`config.mk`:
```
export PLATFORM = sky130hd
export DESIGN_NAME = reg_bank_sequencer
export DESIGN_NICKNAME = d
export VERILOG_FILES = /design/src/rtl/reg_bank_sequencer.sv
export SDC_FILE = /design/constraint.sdc
export NUM_CORES = 1
export LEC_CHECK = 0
export BUFFER_PORTS_ARGS = -buffer_cell sky130_fd_sc_hd__buf_4
export CORE_AREA = 2 2 88 90
export DETAILED_ROUTE_END_ITERATION = 8
export DIE_AREA = 0 0 90 92
export PLACE_DENSITY = 0.7
export SLEW_MARGIN = 40
export SYNTH_ARGS = -nofsm -noshare
export SYNTH_HDL_FRONTEND = slang
export SYNTH_SLANG_ARGS = --single-unit
```
`constraint.sdc`:
```
create_clock -name clk -period 1.75 [get_ports clk]
set_clock_uncertainty 0.05 [all_clocks]
set_input_delay 0.35 -clock clk [delete_from_list [all_inputs] [get_ports clk]]
set_output_delay 0.35 -clock clk [all_outputs]
set_load 0.05 [all_outputs]
```
`src/rtl/reg_bank_sequencer.sv`:
```
// Command-driven write/read master for the 8 x 16-bit register bank (WRITE/READ/MOVE/SWAP).
// Optional SWAP datapath is built only when REGSEQ_SWAP_EN is defined; otherwise op 11 answers with rsp_err.
module reg_bank_sequencer #(
  parameter int unsigned WIDTH = 16,
  parameter int unsigned ID_W  = 3
) (
  input  logic             clk,
  input  logic             reset,
  input  logic             cmd_valid,
  output logic             cmd_ready,
  input  logic [1:0]       cmd_op,
  input  logic [ID_W-1:0]  cmd_a,
  input  logic [ID_W-1:0]  cmd_b,
  input  logic [WIDTH-1:0] cmd_data,
  output logic [WIDTH-1:0] bank_din,
  output logic [ID_W-1:0]  bank_id,
  output logic             bank_ld,
  input  logic [WIDTH-1:0] bank_dout,
  output logic             rsp_valid,
  output logic [WIDTH-1:0] rsp_data,
  output logic             rsp_err
);

  typedef enum logic [2:0] {IDLE, RD_A, RD_B, WR_A, WR_B, DONE} state_t;
  typedef enum logic [1:0] {OP_WRITE = 2'b00, OP_READ = 2'b01, OP_MOVE = 2'b10, OP_SWAP = 2'b11} op_t;

  state_t           state, state_n;
  op_t              op_q;
  logic [ID_W-1:0]  a_q, b_q;
  logic [WIDTH-1:0] data_q;
  logic [WIDTH-1:0] tmp_a, tmp_a_n;
  logic [WIDTH-1:0] din_n;
  logic [ID_W-1:0]  id_n;
  logic             ld_n;
  logic             rv_n;
  logic [WIDTH-1:0] rd_n;
  logic             re_n;
  logic             accept;
`ifdef REGSEQ_SWAP_EN
  logic [WIDTH-1:0] tmp_b, tmp_b_n;
`endif

  assign cmd_ready = (state == IDLE);
  assign accept    = cmd_valid && cmd_ready;

  // Bank and response outputs are computed one state ahead so they are loaded
  // on the edge entering the state that uses them.
  always_comb begin
    state_n = state;
    din_n   = bank_din;
    id_n    = bank_id;
    ld_n    = 1'b0;
    rv_n    = 1'b0;
    rd_n    = rsp_data;
    re_n    = rsp_err;
    tmp_a_n = tmp_a;
`ifdef REGSEQ_SWAP_EN
    tmp_b_n = tmp_b;
`endif
    case (state)
      IDLE: begin
        if (cmd_valid) begin
          id_n = cmd_a;
          if (op_t'(cmd_op) == OP_WRITE) begin
            state_n = WR_A;
            din_n   = cmd_data;
            ld_n    = 1'b1;
          end else begin
            state_n = RD_A;
          end
        end
      end
      RD_A: begin
        tmp_a_n = bank_dout;
        case (op_q)
          OP_MOVE: begin
            state_n = WR_B;
            id_n    = b_q;
            din_n   = bank_dout;
            ld_n    = 1'b1;
          end
`ifdef REGSEQ_SWAP_EN
          OP_SWAP: begin
            state_n = RD_B;
            id_n    = b_q;
          end
`else
          OP_SWAP: begin
            state_n = DONE;
            rv_n    = 1'b1;
            rd_n    = '0;
            re_n    = 1'b1;
          end
`endif
          default: begin
            state_n = DONE;
            rv_n    = 1'b1;
            rd_n    = bank_dout;
            re_n    = 1'b0;
          end
        endcase
      end
`ifdef REGSEQ_SWAP_EN
      RD_B: begin
        tmp_b_n = bank_dout;
        state_n = WR_A;
        id_n    = a_q;
        din_n   = bank_dout;
        ld_n    = 1'b1;
      end
      WR_A: begin
        if (op_q == OP_SWAP) begin
          state_n = WR_B;
          id_n    = b_q;
          din_n   = tmp_a;
          ld_n    = 1'b1;
        end else begin
          state_n = DONE;
          rv_n    = 1'b1;
          rd_n    = data_q;
          re_n    = 1'b0;
        end
      end
`else
      WR_A: begin
        state_n = DONE;
        rv_n    = 1'b1;
        rd_n    = data_q;
        re_n    = 1'b0;
      end
`endif
      WR_B: begin
        state_n = DONE;
        rv_n    = 1'b1;
        rd_n    = tmp_a;
        re_n    = 1'b0;
      end
      DONE:    state_n = IDLE;
      default: state_n = IDLE;
    endcase
  end

  always_ff @(posedge clk) begin
    if (reset) begin
      state     <= IDLE;
      op_q      <= OP_WRITE;
      a_q       <= '0;
      b_q       <= '0;
      data_q    <= '0;
      tmp_a     <= '0;
      bank_din  <= '0;
      bank_id   <= '0;
      bank_ld   <= 1'b0;
      rsp_valid <= 1'b0;
      rsp_data  <= '0;
      rsp_err   <= 1'b0;
    end else begin
      state     <= state_n;
      tmp_a     <= tmp_a_n;
      bank_din  <= din_n;
      bank_id   <= id_n;
      bank_ld   <= ld_n;
      rsp_valid <= rv_n;
      rsp_data  <= rd_n;
      rsp_err   <= re_n;
      if (accept) begin
        op_q   <= op_t'(cmd_op);
        a_q    <= cmd_a;
        b_q    <= cmd_b;
        data_q <= cmd_data;
      end
    end
  end

`ifdef REGSEQ_SWAP_EN
  always_ff @(posedge clk) begin
    if (reset) tmp_b <= '0;
    else       tmp_b <= tmp_b_n;
  end
`endif

endmodule

```
======== Yosys cells after proc, flatten, opt, wreduce, memory -nomap -nowiden ========
Cells that the tools add are included.
cells by class
  equality and inequality tests ........... 9
  mux-type cells .......................... 21
  reduce and logical (&&, ||, !) cells .... 11
operator list
  operator              count
  $pmux W16 S2          2
  $mux W16              3
  $pmux W16 S3          1
  $mux W3               3
  $pmux W3 S3           1
  $pmux W1 S2           4
  $ne A2 B2 Y1 const B  3
  $pmux W3 S2           1
  $mux W1               5
  $eq A2 B2 Y1 const B  2
  $reduce_and A2 Y1     2
  $reduce_and A4 Y1     1
  $reduce_bool A2 Y1    2
  $eq A3 B1 Y1 const B  1
  $eq A3 B2 Y1 const B  1
  $eq A3 B3 Y1 const B  1
  $logic_not A3 Y1      1
  $reduce_and A3 Y1     1
  $reduce_bool A3 Y1    1
  $logic_not A2 Y1      1
  $mux W2               1
  $ne A2 B1 Y1 const B  1
  $reduce_or A2 Y1      1
  $logic_and A1 B1 Y1   1
word-level totals
  register bits after elaboration ......... 78
  input bits .............................. 43
  output and inout port bits .............. 39
  logic and storage cells ................. 52

======== Logic depth before layout (Yosys ltp) ========
Gate-level depths: netlist of run 1.
  depth after elaboration ................. 4
  mapped depth ............................ 7
  depth with buffers taken out ............ 4

======== Least setup slack after synthesis of run 1 ========
OpenSTA, ideal clock, no wires.
  kind .................................... reg-to-reg
  start point ............................. register state[0]
  end point ............................... register b_q[0]
  library setup time ...................... 70 ps
  data arrival time ....................... 2333 ps
  data required time ...................... 1630 ps
  path slack .............................. -703 ps
  cell stages (with the launch flop) ...... 7
  buffers on the path ..................... 2
  clock period less this slack ............ 2453 ps
  cells stage by stage .................... dfxtp_1 -> buf_4 -> nor3_1 -> and2_1 -> clkbuf_1 -> nand2_1 -> a21oi_1
between the ends
  word-level cells in the longest chain between the ends .. 2
ends and longest elaborated chain
  what                    line  RTL
  from (decl)             27    state_t state, state_n;
  from (signal assigned)  158   state <= state_n;
  $logic_not A3 Y1        43    assign cmd_ready = (state == IDLE);
  named net cmd_ready     10    output logic cmd_ready,
  $logic_and A1 B1 Y1     44    assign accept = cmd_valid && cmd_ready;
  to (signal assigned)    169   b_q <= cmd_b;
  to (decl)               29    logic [ID_W-1:0] a_q, b_q;
The timed path passes the listed nets, and every way through them passes these cells.
A chain may end at the register's enable or synchronous reset.

======== Worst setup path in the final report of run 1 ========
  start point ............................. register op_q[0]
  end point ............................... register bank_din[12]
between the ends
  word-level cells in the longest chain between the ends .. 3
ends and longest elaborated chain
  what                                line  RTL
  from (decl)                         28    op_t op_q;
  from (signal assigned)              167   op_q <= op_t'(cmd_op);
  $eq A2 B2 Y1                        75    case (op_q)
  $ne A2 B2 Y1 (no source line)       -
  $reduce_and A4 Y1 (no source line)  -
  to (signal assigned)                160   bank_din <= din_n;
  to (decl)                           15    output logic [WIDTH-1:0] bank_din,
Every way passes these cells.

==> results, run 1 <==
- The run finished with clean final reports.
- The initialized floorplan defines 32 standard-cell rows.
- The core region is 0.00745 mm2.
- The number of buffers inserted by port buffering is 81.
- The switching power of the nets is 1.83 mW.
- The count of maximum capacitance violations is 0.
- The kind of cell adding the most delay to the critical path is buffers and inverters.
- The normalized max-slew margin is 75.9%.
- The clock tree from TritonCTS is yes.
- The highest cell delay on the worst timing path is 0.37 ns.
- Among all stages on the critical path, the largest delay is contributed by dfxtp_4.
- The total internal power is 3.46 mW.
- The largest family of logic cells by synthesized area is compound AO/OA/AOI/OAI gates.
- The DRC marker count from the first detailed-route iteration is 303.
- Summing the areas of all compound-gate instances in the mapped netlist gives 25.9% of the synthesized area.
- The synthesized netlist devotes 0% of its cell area to XOR and XNOR gates.
- For this run, the register share of the synthesized area comes to 49.5%.
- Hold timing on the final database bottoms out at a slack of 0.135 ns.
- The post-synthesis net count is 399.
- Setup violations remaining at the end of the flow were counted as 0.
- The clock power share is 28.6%.
- After detailed routing, the average wire length per cell comes to 16.0 um.
- The static power due to leakage is 1.74 nW.
- The capturing element type of the critical path is a flop.
- The average footprint of a synthesized cell is 8.86 um2.
- The die covers 0.00828 mm2.
- The worst setup path is launched from a flop.
- The type of the worst min-delay path is in2reg.
- The maximum buffer depth of the clock tree is 2.
- The synthesized design contains 78 register bits.
- The overall overflow remaining after global route is 0.
- For this run, the number of standard cells in the final layout without fillers is 544.
- The placed cell area is 0.00391 mm2.
- After Yosys synthesis, and, or, nand and nor cells account for 19.6% of the synthesized area.
- The share of total power in sequential cells is 40.0%.
- The synthesized area is 0.00315 mm2.
- The all-layer global routing usage is 20.6%.
- Combinational cells account for 31.4% of the total power.
- The post-synthesis cell type count is 29.
- Yosys printed 0 warnings.
- The number of remaining DRC errors is 0.
- The max-slew violation total from the final report is 0.
- The final-layout fill cell count is 708.
- The clock edge transition at the registers on the reported setup and hold paths is 0.08 ns.
- The hold violation total from the final report came to 0.
- Walking the worst path, the cells encountered are nand3b_1, a2111oi_4, buf_4, bufbuf_16, a311oi_2.
- The area growth from synthesis to final layout is 35.2%.
- The via count of the first global-routing pass is 2739.
- The mux share of post-synthesis cell area is 0%.
- The final weighted congestion in routability-driven placement is 0.778.
- Entering global routing, the biggest net connects 79 pins.
- The slew at the pin with the worst max-slew slack is 0.361 ns.
- After legalization and detailed placement, the total HPWL measured 5.37 mm.
- The library cell used most frequently in the layout, excluding fill and tap cells, is nand2_1.
- Data on the critical path is required at its endpoint by 1.92 ns.
- The ratio of cells with drive above 1 in the final layout is 32.6%.
- Across the VDD grid, the largest voltage drop is 0.620 mV.
- The number of levels the H-tree was split into is 3.
- The number of placed I/O pins is 82.
- The first global-routing pass estimated 13.5 mm of wire.
- 0 antenna diodes ended up in the layout.
- The final layout contains routed wiring with a total length of 8.73 mm.
- The number of nets at the end of the flow is 481.
- Counting both buffers and inverters, the worst setup path holds a total of 2.
- The initial antenna violation count is 0.
- The switching share of power is 34.6%.
- Counting tap cells, the placed design contains a total of 523 instances.
- The final critical path takes up 96.4% of the cycle.
- The cell area after layout is 0.00426 mm2.
- The tree is rooted in a clkbuf_8.
- The die extent in x is 90 um.
- The areal power density over the cells is 1240 mW/mm2.
- The effective utilization at floorplan is 42.4%.
- The minimum clock period is 1.69 ns.
- The hold-fix buffer count after cts is 0.
- Summed over all failing endpoints, the final setup total negative slack is 0 ns.
- The largest fanout on the critical path is 16.
- Clock latency on the worst-skew pair, taken at its later pin, is 0.35 ns.
- Of the total synthesized cell area, the portion taken by full adders, half adders and majority gates is 0%.
- Data on the critical path arrives at its endpoint at 1.86 ns.
- Before antenna repair, the detailed router went through 5 iterations.
- The clock sink count is 78.
- By startpoint and endpoint, the worst setup path is classified as reg2reg.
- The die outline height is 92 um.
- Across all layers, the routed design uses 2945 vias.
- Buffers inserted during clock tree synthesis total 9.
- The number of vias per cell after detailed routing is 5.41.
- Synthesis produced 356 cells.
- The remaining antenna violation count after routing is 0.
- The top cell types in the final layout, fill and taps aside, are nand2_1, buf_4, dfxtp_1.
- Based on the critical path, the design can be clocked at up to 593 MHz.
power groups by stage:
stage | clock network [mW] | registers [mW] | logic, mW
after floorplan | 0 | 2.55 | 0.650
after global placement | 0 | 2.14 | 1.56
after detailed placement | 0 | 2.15 | 1.58
after CTS | 1.53 | 2.11 | 1.63
after global routing | 1.61 | 2.13 | 1.77
final | 1.51 | 2.11 | 1.66
registers in the layout, summed over array words and instances, names as in the netlist:
signal     flops
rsp_data      16
b_q            3
state          3
rsp_valid      1
tmp_a         16
data_q        16
bank_din      16
rsp_err        1
bank_ld        1
op_q           2
bank_id        3
layout make-up:
type / instances / area, um2 / area share (%)
clock buffer: 11 / 151 / 3.55
tap: 102 / 128 / 2.99
clock inverter: 4 / 70.1 / 1.64
multi-input combinational: 248 / 1460 / 34.3
sequential: 78 / 1570 / 36.8
timing repair buffer: 101 / 883 / 20.7
logic make-up after synthesis:
family,after synthesis
flip-flops,78
AND/OR/NAND/NOR,151
buffers and inverters,30
AO/OA/AOI/OAI,97
through the flow:
step	power, mW	util [%]	setup WS, ns
6_report	5.28	57.3	0.0625
5_1_grt	5.51	57.3	-0.00247
4_1_cts	5.27	56.3	0.00124
3_5_place_dp	3.73	52.5	-0.0943
3_3_place_gp	3.70	52.5	-0.0338
2_1_floorplan	3.20	-	0.0262
synthesized netlist by cell type:
library cell,n,share of area [%]
nor2_1,41,4.9
clkbuf_1,18,2.1
a211oi_4,1,0.63
a211oi_1,15,3.6
o21ai_0,1,0.16
a2111oi_4,1,0.87
buf_6,4,1.4
a211oi_2,1,0.40
a311oi_1,6,1.7
a32oi_1,1,0.28
a222oi_1,16,5.1
and2b_1,1,0.24
a21boi_0,1,0.24
dfxtp_1,78,50
buf_2,5,0.79
nand3b_1,1,0.24
or3b_2,1,0.28
buf_4,3,0.71
a21o_2,1,0.28
a311oi_2,13,6.2
nor4_1,1,0.20
a21oi_1,39,6.2
nand2_1,99,12
o21ba_2,1,0.32
and3b_1,2,0.56
nor3_1,1,0.16
nor3b_2,1,0.40
nand2b_4,1,0.44
and2_1,2,0.40
layer usage:
metal	up-vias	share of wire [%]	track usage, %
li1	1432	-	-
met1	1412	44	26.1
met2	86	48	34.6
met3	15	6.3	4.93
met4	0	2.2	6.79
met5	-	0	0
worst paths after layout:
check | slack, ns | depth (start not counted) | start | to
worst max-delay path | 0.06 | 5 | op_q[0] | bank_din[12]
worst min-delay path | 0.13 | 2 | cmd_op[1] | state[1]
worst max register to register | 0.06 | 5 | op_q[0] | bank_din[12]
worst min register to register | 0.41 | 2 | data_q[11] | data_q[11]
repair_timing:
| action | CTS | global route |
|---|---|---|
| pin swaps | 1 | 1 |
| resized for setup | 3 | 8 |
| cloned | 1 | 1 |
| buffers inserted | 2 | 2 |
| endpoints found under the setup margin | 33 | 34 |
Note: power is estimated with default switching activity, not from simulation.
==> inputs of run 2 (changes only) <==
- CORE_AREA: 2 2 88 90 -> 2 2 98 100
- DIE_AREA: 0 0 90 92 -> 0 0 100 102
- PLACE_DENSITY: 0.7 -> default
==> run 2 against run 1 <==
  * Wire length grew 5.5%
  * Core utilization shrank 9.6 points
  * Count of clock-buffer cells in the layout is the same
  * Global-route usage shrank 2.5 points
  * Cell area grew 1.8%
  * Power grew 0.48%
  * Sequential share of layout area shrank 0.61 points
  * Via count grew 0.10%
  * Critical path depth grew 1
  * Non-clock buffer count grew 2
  * Clock power shrank 3%
  * Combinational power grew 4%
  * Critical path type unchanged
  * Largest power group unchanged
==> results, run 2 (synthesized netlist as in run 1, its figures left out) <==
- In this run the worst setup path begins at state[0].
- The cell area after layout is 0.00434 mm2.
- The clock network is responsible for 27.7% of the overall power.
- Registers are responsible for 39.8% of the overall power.
- In this run the worst setup path terminates at bank_din[6].
- The HPWL reported at the end of detailed placement is 5.78 mm.
- The via count of the first global-routing pass was 2745.
- In this run the critical register-to-register path is launched from state[0].
- Global routing consumed, on the met2 layer, 29.2% of the routing resources.
- The pin count of the biggest net entering global routing is 40.
- For this block, the initial DRC count from the detailed router was 178.
- The minimum clock period is 1.69 ns.
- The first detailed-routing pass took 9 iterations.
- The initial antenna violation count is 0.
- The flow ran to the end, and the final reports show no timing, DRC or antenna violations.
- 0 antenna diodes ended up in the layout.
- Clock tree synthesis found a total of 78 sinks.
- For this design the top-level I/O count stands at 82.
- The global-route wire length before repair is 14.2 mm.
- Global routing used 18.1% of the available tracks.
- For this design the static power due to leakage is 1.75 nW.
- The clock edge transition at the registers on the reported setup and hold paths is 0.08 ns.
- The total number of vias is 2948.
- The placed cell area is 0.00396 mm2.
- Net switching is 35.6% of the power.
- The number of nets at the end of the flow is 483.
- The number of cells on the worst reg-to-reg path is 6.
- The H-tree was split into 3 levels.
- The layer carrying the most global-route usage is met2.
- The worst ir drop on vdd is 0.576 mV.
- The number of hold buffers added after CTS was 0.
- Global routing used 3.97% of the available met3 tracks.
- The endpoint identified for the worst register-to-register timing path is bank_din[6].
- After detailed routing, the number of vias per cell comes to 5.30.
- The type of the worst min-delay path is in2reg.
- The core region is 0.00911 mm2.
- In this run the core area contains 35 standard-cell rows.
- The setup check on the worst reg-to-reg path leaves a slack of 0.06 ns.
- For the pin with the worst max-slew slack, the measured transition is 0.491 ns.
- After global routing the overflow that remains totals 0.
- Wires add up to 9.21 mm.
- The tool flagged a number of max-cap violations equal to 0.
- The top cell types in the final layout, fill and taps aside, are nand2_1, buf_4, dfxtp_1.
- In the routed design, unresolved DRC markers number 0.
- The die extent in x is 100 um.
- The initial utilization of the core area, before any placement, comes to 34.6%.
- The combinational share of power is 32.5%.
- Power spread over the standard cell area amounts to 1220 mW/mm2.
- The library cell used most frequently in the layout, excluding fill and tap cells, is nand2_1.
- Internal power comes to 3.42 mW.
- The detail route stage leaves a number of antenna-violating nets equal to 0.
- The die covers 0.0102 mm2.
- The clock passes through at most 2 buffers.
- The data arrival at the endpoint of the critical path is 1.89 ns.
- For this run, the top clock speed supported by timing is 591 MHz.
- Setup violations remaining at the end of the flow were counted as 0.
- The hold violation total from the final report is 0.
- On the final layout, the worst hold slack is 0.149 ns.
- The largest fanout on the critical path is 9.
- In the finished design, the share of the clock period the worst path needs comes to 96.7%.
- In the global route stage, met1 resource usage came out at 23.6%.
- The post-route netlist has 35.3% of its cells at a drive strength greater than 1.
- The clock reaches the later pin of the worst-skew pair after 0.34 ns.
- The max-slew violation total from the final report came to 0.
- The tree is rooted in a clkbuf_8.
- The clock tree from TritonCTS is yes.
- The number of buffers added by the clock tree synthesis step is 9.
- From synthesis to final layout, the design area changed by 37.7%.
- The worst pin sits at a relative slew slack of 67.3%.
- In this run the tool buffered the top-level ports with 81 buffer cells.
- The critical path is of the reg2reg type.
- Data on the critical path is required at its endpoint by 1.95 ns.
- The worst setup path is launched from a flop.
- Setup repair after global routing could not meet its margin everywhere.
- The capturing element type of the critical path is a flop.
- The die is 102 um tall.
- The final weighted congestion in routability-driven placement is 0.762.
- The switching power of the nets is 1.89 mW.
- In the final routed layout, each cell accounts on average for 16.6 um.
[run 2: cell types whose count changed in the layout (fill, tap and decap cells not counted), moves of 2 or more]
cell / previous run / this run
clkinvlp_4: 0 / 2
clkinv_2: 2 / 0
a211oi_2: 1 / 8
clkbuf_8: 11 / 9
nor2_2: 2 / 8
buf_16: 0 / 2
nor2_1: 39 / 33
a211oi_1: 15 / 8
clkbuf_1: 0 / 2
[run 2: cell type report]
type	instances	area, um2
clock buffer	11	131
fill	889	4770
tap	111	139
sequential	78	1570
timing repair buffer	103	908
clock inverter	5	83.8
multi-input combinational	248	1510
[run 2: how the worst min path moves through the flow]
stage / startpoint / endpoint / cells past startpoint
global route: cmd_op[1] / state[1] / 2
CTS: cmd_op[0] / state[1] / 2
floorplan: cmd_op[1] / state[1] / 1
detailed placement: data_q[3] / data_q[3] / 2
global placement: tmp_a[1] / tmp_a[1] / 2
finish: cmd_op[0] / state[1] / 2
[run 2: power groups by stage]
stage	sequential, mW	clock, mW	combinational [mW]
2_1_floorplan	2.55	0	0.650
3_3_place_gp	2.14	0	1.59
3_5_place_dp	2.15	0	1.61
4_1_cts	2.11	1.50	1.68
5_1_grt	2.14	1.58	1.84
6_report	2.11	1.47	1.73
[run 2: layer usage]
layer  vias to the layer above  part of all wire (%)
met5                         -                     0
met4                         0                   2.1
met3                        11                   6.7
met2                       111                    48
met1                      1388                    43
li1                       1438                     -
[run 2: repair_timing]
| action | CTS | global route |
|---|---|---|
| gates cloned | 2 | 0 |
| buffers inserted | 4 | 0 |
| endpoints found under the setup margin | 30 | 32 |
| resized for setup | 8 | 19 |
| pin swaps | 4 | 2 |
[run 2: stage by stage]
| step | setup slack, ns | setup TNS [ns] | util [%] | cells | total power, mW |
|---|---|---|---|---|---|
| global route | -0.00320 | -0.00320 | 47.7 | 556 | 5.56 |
| CTS | -0.00181 | -0.00328 | 47.0 | 556 | 5.29 |
| finish | 0.0583 | 0 | 47.7 | 556 | 5.31 |
| floorplan | 0.0262 | 0 | - | 356 | 3.20 |
| global placement | -0.0287 | -0.617 | 43.5 | 534 | 3.73 |
| detailed placement | -0.120 | -1.95 | 43.5 | 534 | 3.76 |
[run 2: worst max-delay path: stages, from the launching register on]
cell and delay [ns]:
dfxtp_4 0.40, o21ba_2 0.19, a2111oi_4 0.33, buf_6 0.19
buf_12 0.15, nor2_1 0.05, a311oi_1 0.25
==> inputs of run 3 (changes only) <==
- CORE_AREA: 2 2 98 100 -> 2 2 82 91
- DIE_AREA: 0 0 100 102 -> 0 0 84 93
- PLACE_DENSITY: default -> 0.74
==> run 3 against run 2 <==
  * Cell count down 4.7%
  * Critical endpoint is now bank_din[15]
  * Register-to-register slack hardly changed
  * Power fell by 1.5%
  * Worst setup slack gained 0.012 ns
  * Cell area is 2.4% lower
  * Critical path depth is the same
==> results, run 3 (synthesized netlist as in run 1, its figures left out) <==
- In this run the worst path has a maximum fanout of 9.
- The fmax is 595 MHz.
- For the pin with the worst max-slew slack, the measured transition is 0.350 ns.
- In this run the vertical extent of the chip is 93 um.
- IR analysis of the VDD net gives a maximum drop of 0.570 mV.
- The share of total power dissipated in the clock network is 27.8%.
- The capturing element type of the critical path is a flop.
- Setup repair after global routing left no endpoint under its margin.
- For this block, the via count after detailed routing is 2993.
- The data required time at the worst endpoint is 1.93 ns.
- Internal power comes to 3.39 mW.
- The critical path is of the reg2reg type.
- The commonest non-fill, non-tap cell in the layout is nand2_1.
- The worst hold path belongs to the class in2reg.
- STA classifies the critical path startpoint as a flop.
- TritonCTS built the clock tree.
- The normalized max-slew margin is 76.6%.
- The global-route wire length before repair is 14.2 mm.
- The switching power of the nets is 1.84 mW.
- The number of levels the H-tree was split into is 3.
- Setup violations remaining at the end of the flow were counted as 0.
- The utilization after layout is 61.2%.
- Entering global routing, the biggest net connects 37 pins.
- The library cells used most frequently in the layout, excluding fill and tap cells, are nand2_1, buf_4, dfxtp_1.
- Across the run, the number of max-cap violations was 0.
- 82 I/O pins were placed.
- After floorplanning, the core was divided into 32 placement rows.
- The detail-routed net length per standard cell is 16.6 um.
- The static power due to leakage is 1.74 nW.
- The HPWL reported at the end of detailed placement is 5.44 mm.
- The die outline area is 0.00781 mm2.
- The worst path needs 1.68 ns of the cycle, external delays included.
- The final weighted congestion in routability-driven placement is 0.830.
- The max-slew violation total from the final report is 0.
- The maximum buffer depth of the clock tree is 2.
- The data arrival at the endpoint of the critical path is 1.86 ns.
- The core region area is 0.00693 mm2.
- The hold violation total from the final report was 0.
- The area growth from synthesis to final layout is 34.4%.
- Hold timing on the final database bottoms out at a slack of 0.151 ns.
- The die extent in x is 84 um.
- For this configuration, the core starts out at a cell density of 45.5%.
- For this block, the initial DRC count from the detailed router was 285.
- The via count of the first global-routing pass came to 2875.
- The number of vias per cell after detailed routing is 5.65.
- Combinational cells account for 32.0% of the total power.
- The master cell of the clock root buffer is clkbuf_8.
- The number of buffers added by the clock tree synthesis step is 9.
- The clock drives 78 sinks.
- The share of total power in sequential cells is 40.3%.
- The ratio of cells with drive above 1 in the final layout is 32.4%.
- The number of remaining DRC errors is 0.
- The remaining antenna violation count after routing is 0.
- Once layout is complete, the cells apart from fillers number 530.
- Summed over all layers, the routed wires come to 8.80 mm.
- The number of diodes is 0.
- The clock edge transition at the registers on the reported setup and hold paths is 0.07 ns.
- The overall overflow remaining after global route is 0.
- The initial antenna violation count is 0.
- The number of placed cells counting well taps is 507.
- The flow ran to the end, and the final reports show no timing, DRC or antenna violations.
- For this run, the detailed router's first-pass iteration total came to 8.
- The switching share of power is 35.1%.
- The clock latency on the worst-skew pair is 0.34 ns.
- The all-layer global routing usage is 22.9%.
- The number of buffers inserted by port buffering is 81.
- The areal power density over the cells is 1230 mW/mm2.
- The final clock period utilization by the worst path is 96.0%.
- The number of nets at the end of the flow is 483.
==> run 3: path summary, 6_finish.rpt <==
kind	from	endpoint	slack, ns	cells past startpoint
hold / removal	cmd_op[0]	state[1]	0.15	2
setup reg to reg	op_q[0]	bank_din[15]	0.07	6
setup / recovery	op_q[0]	bank_din[15]	0.07	6
hold reg to reg	data_q[5]	data_q[5]	0.41	2
==> run 3: cell type report <==
cell class	count	area, um2
clock buffer	10	128
clock inverter	6	86.3
fill	622	2690
multi-input combinational	248	1450
sequential	78	1570
tap	85	106
timing repair buffer	103	902
==> run 3: power groups by stage <==
stage          clock (mW)  sequential, mW  combinational [mW]
6_report             1.45            2.11                1.67
3_5_place_dp            0            2.14                1.59
5_1_grt              1.54            2.13                1.78
2_1_floorplan           0            2.55               0.650
3_3_place_gp            0            2.14                1.56
4_1_cts              1.47            2.10                1.65
==> run 3: timing repair <==
item                                    in CTS  in global routing
pin swaps                                    3                  2
resized for setup                            3                  4
setup buffers                                4                  0
hold buffers                                 0                  0
cloned                                       2                  1
endpoints found under the setup margin      18                 32
==> run 3: worst max-delay path, stage by stage, from the launching register on <==
cell,delay [ns]
dfxtp_2,0.36
nand3b_1,0.23
a2111oi_4,0.31
buf_4,0.21
buf_12,0.14
nor2_1,0.04
a311oi_1,0.23
==> run 3: per-stage QoR <==
step / setup WS (ns) / instance area [um2] / TNS, ns / power [mW]
global route: 0.00428 / 4240 / 0 / 5.46
detailed placement: -0.0602 / 3890 / -0.975 / 3.73
CTS: 0.0234 / 4200 / 0 / 5.22
global placement: -0.0324 / 3890 / -0.195 / 3.70
floorplan: 0.0262 / 3170 / 0 / 3.20
finish: 0.0703 / 4240 / 0 / 5.23
==> run 3: layer usage <==
layer / GRT usage [%] / up-vias / part of all wire [%]
li1: - / 1438 / -
met1: 29.6 / 1415 / 42
met2: 38.2 / 128 / 50
met3: 4.77 / 12 / 6.6
met4: 8.06 / 0 / 1.5
met5: 0 / - / 0
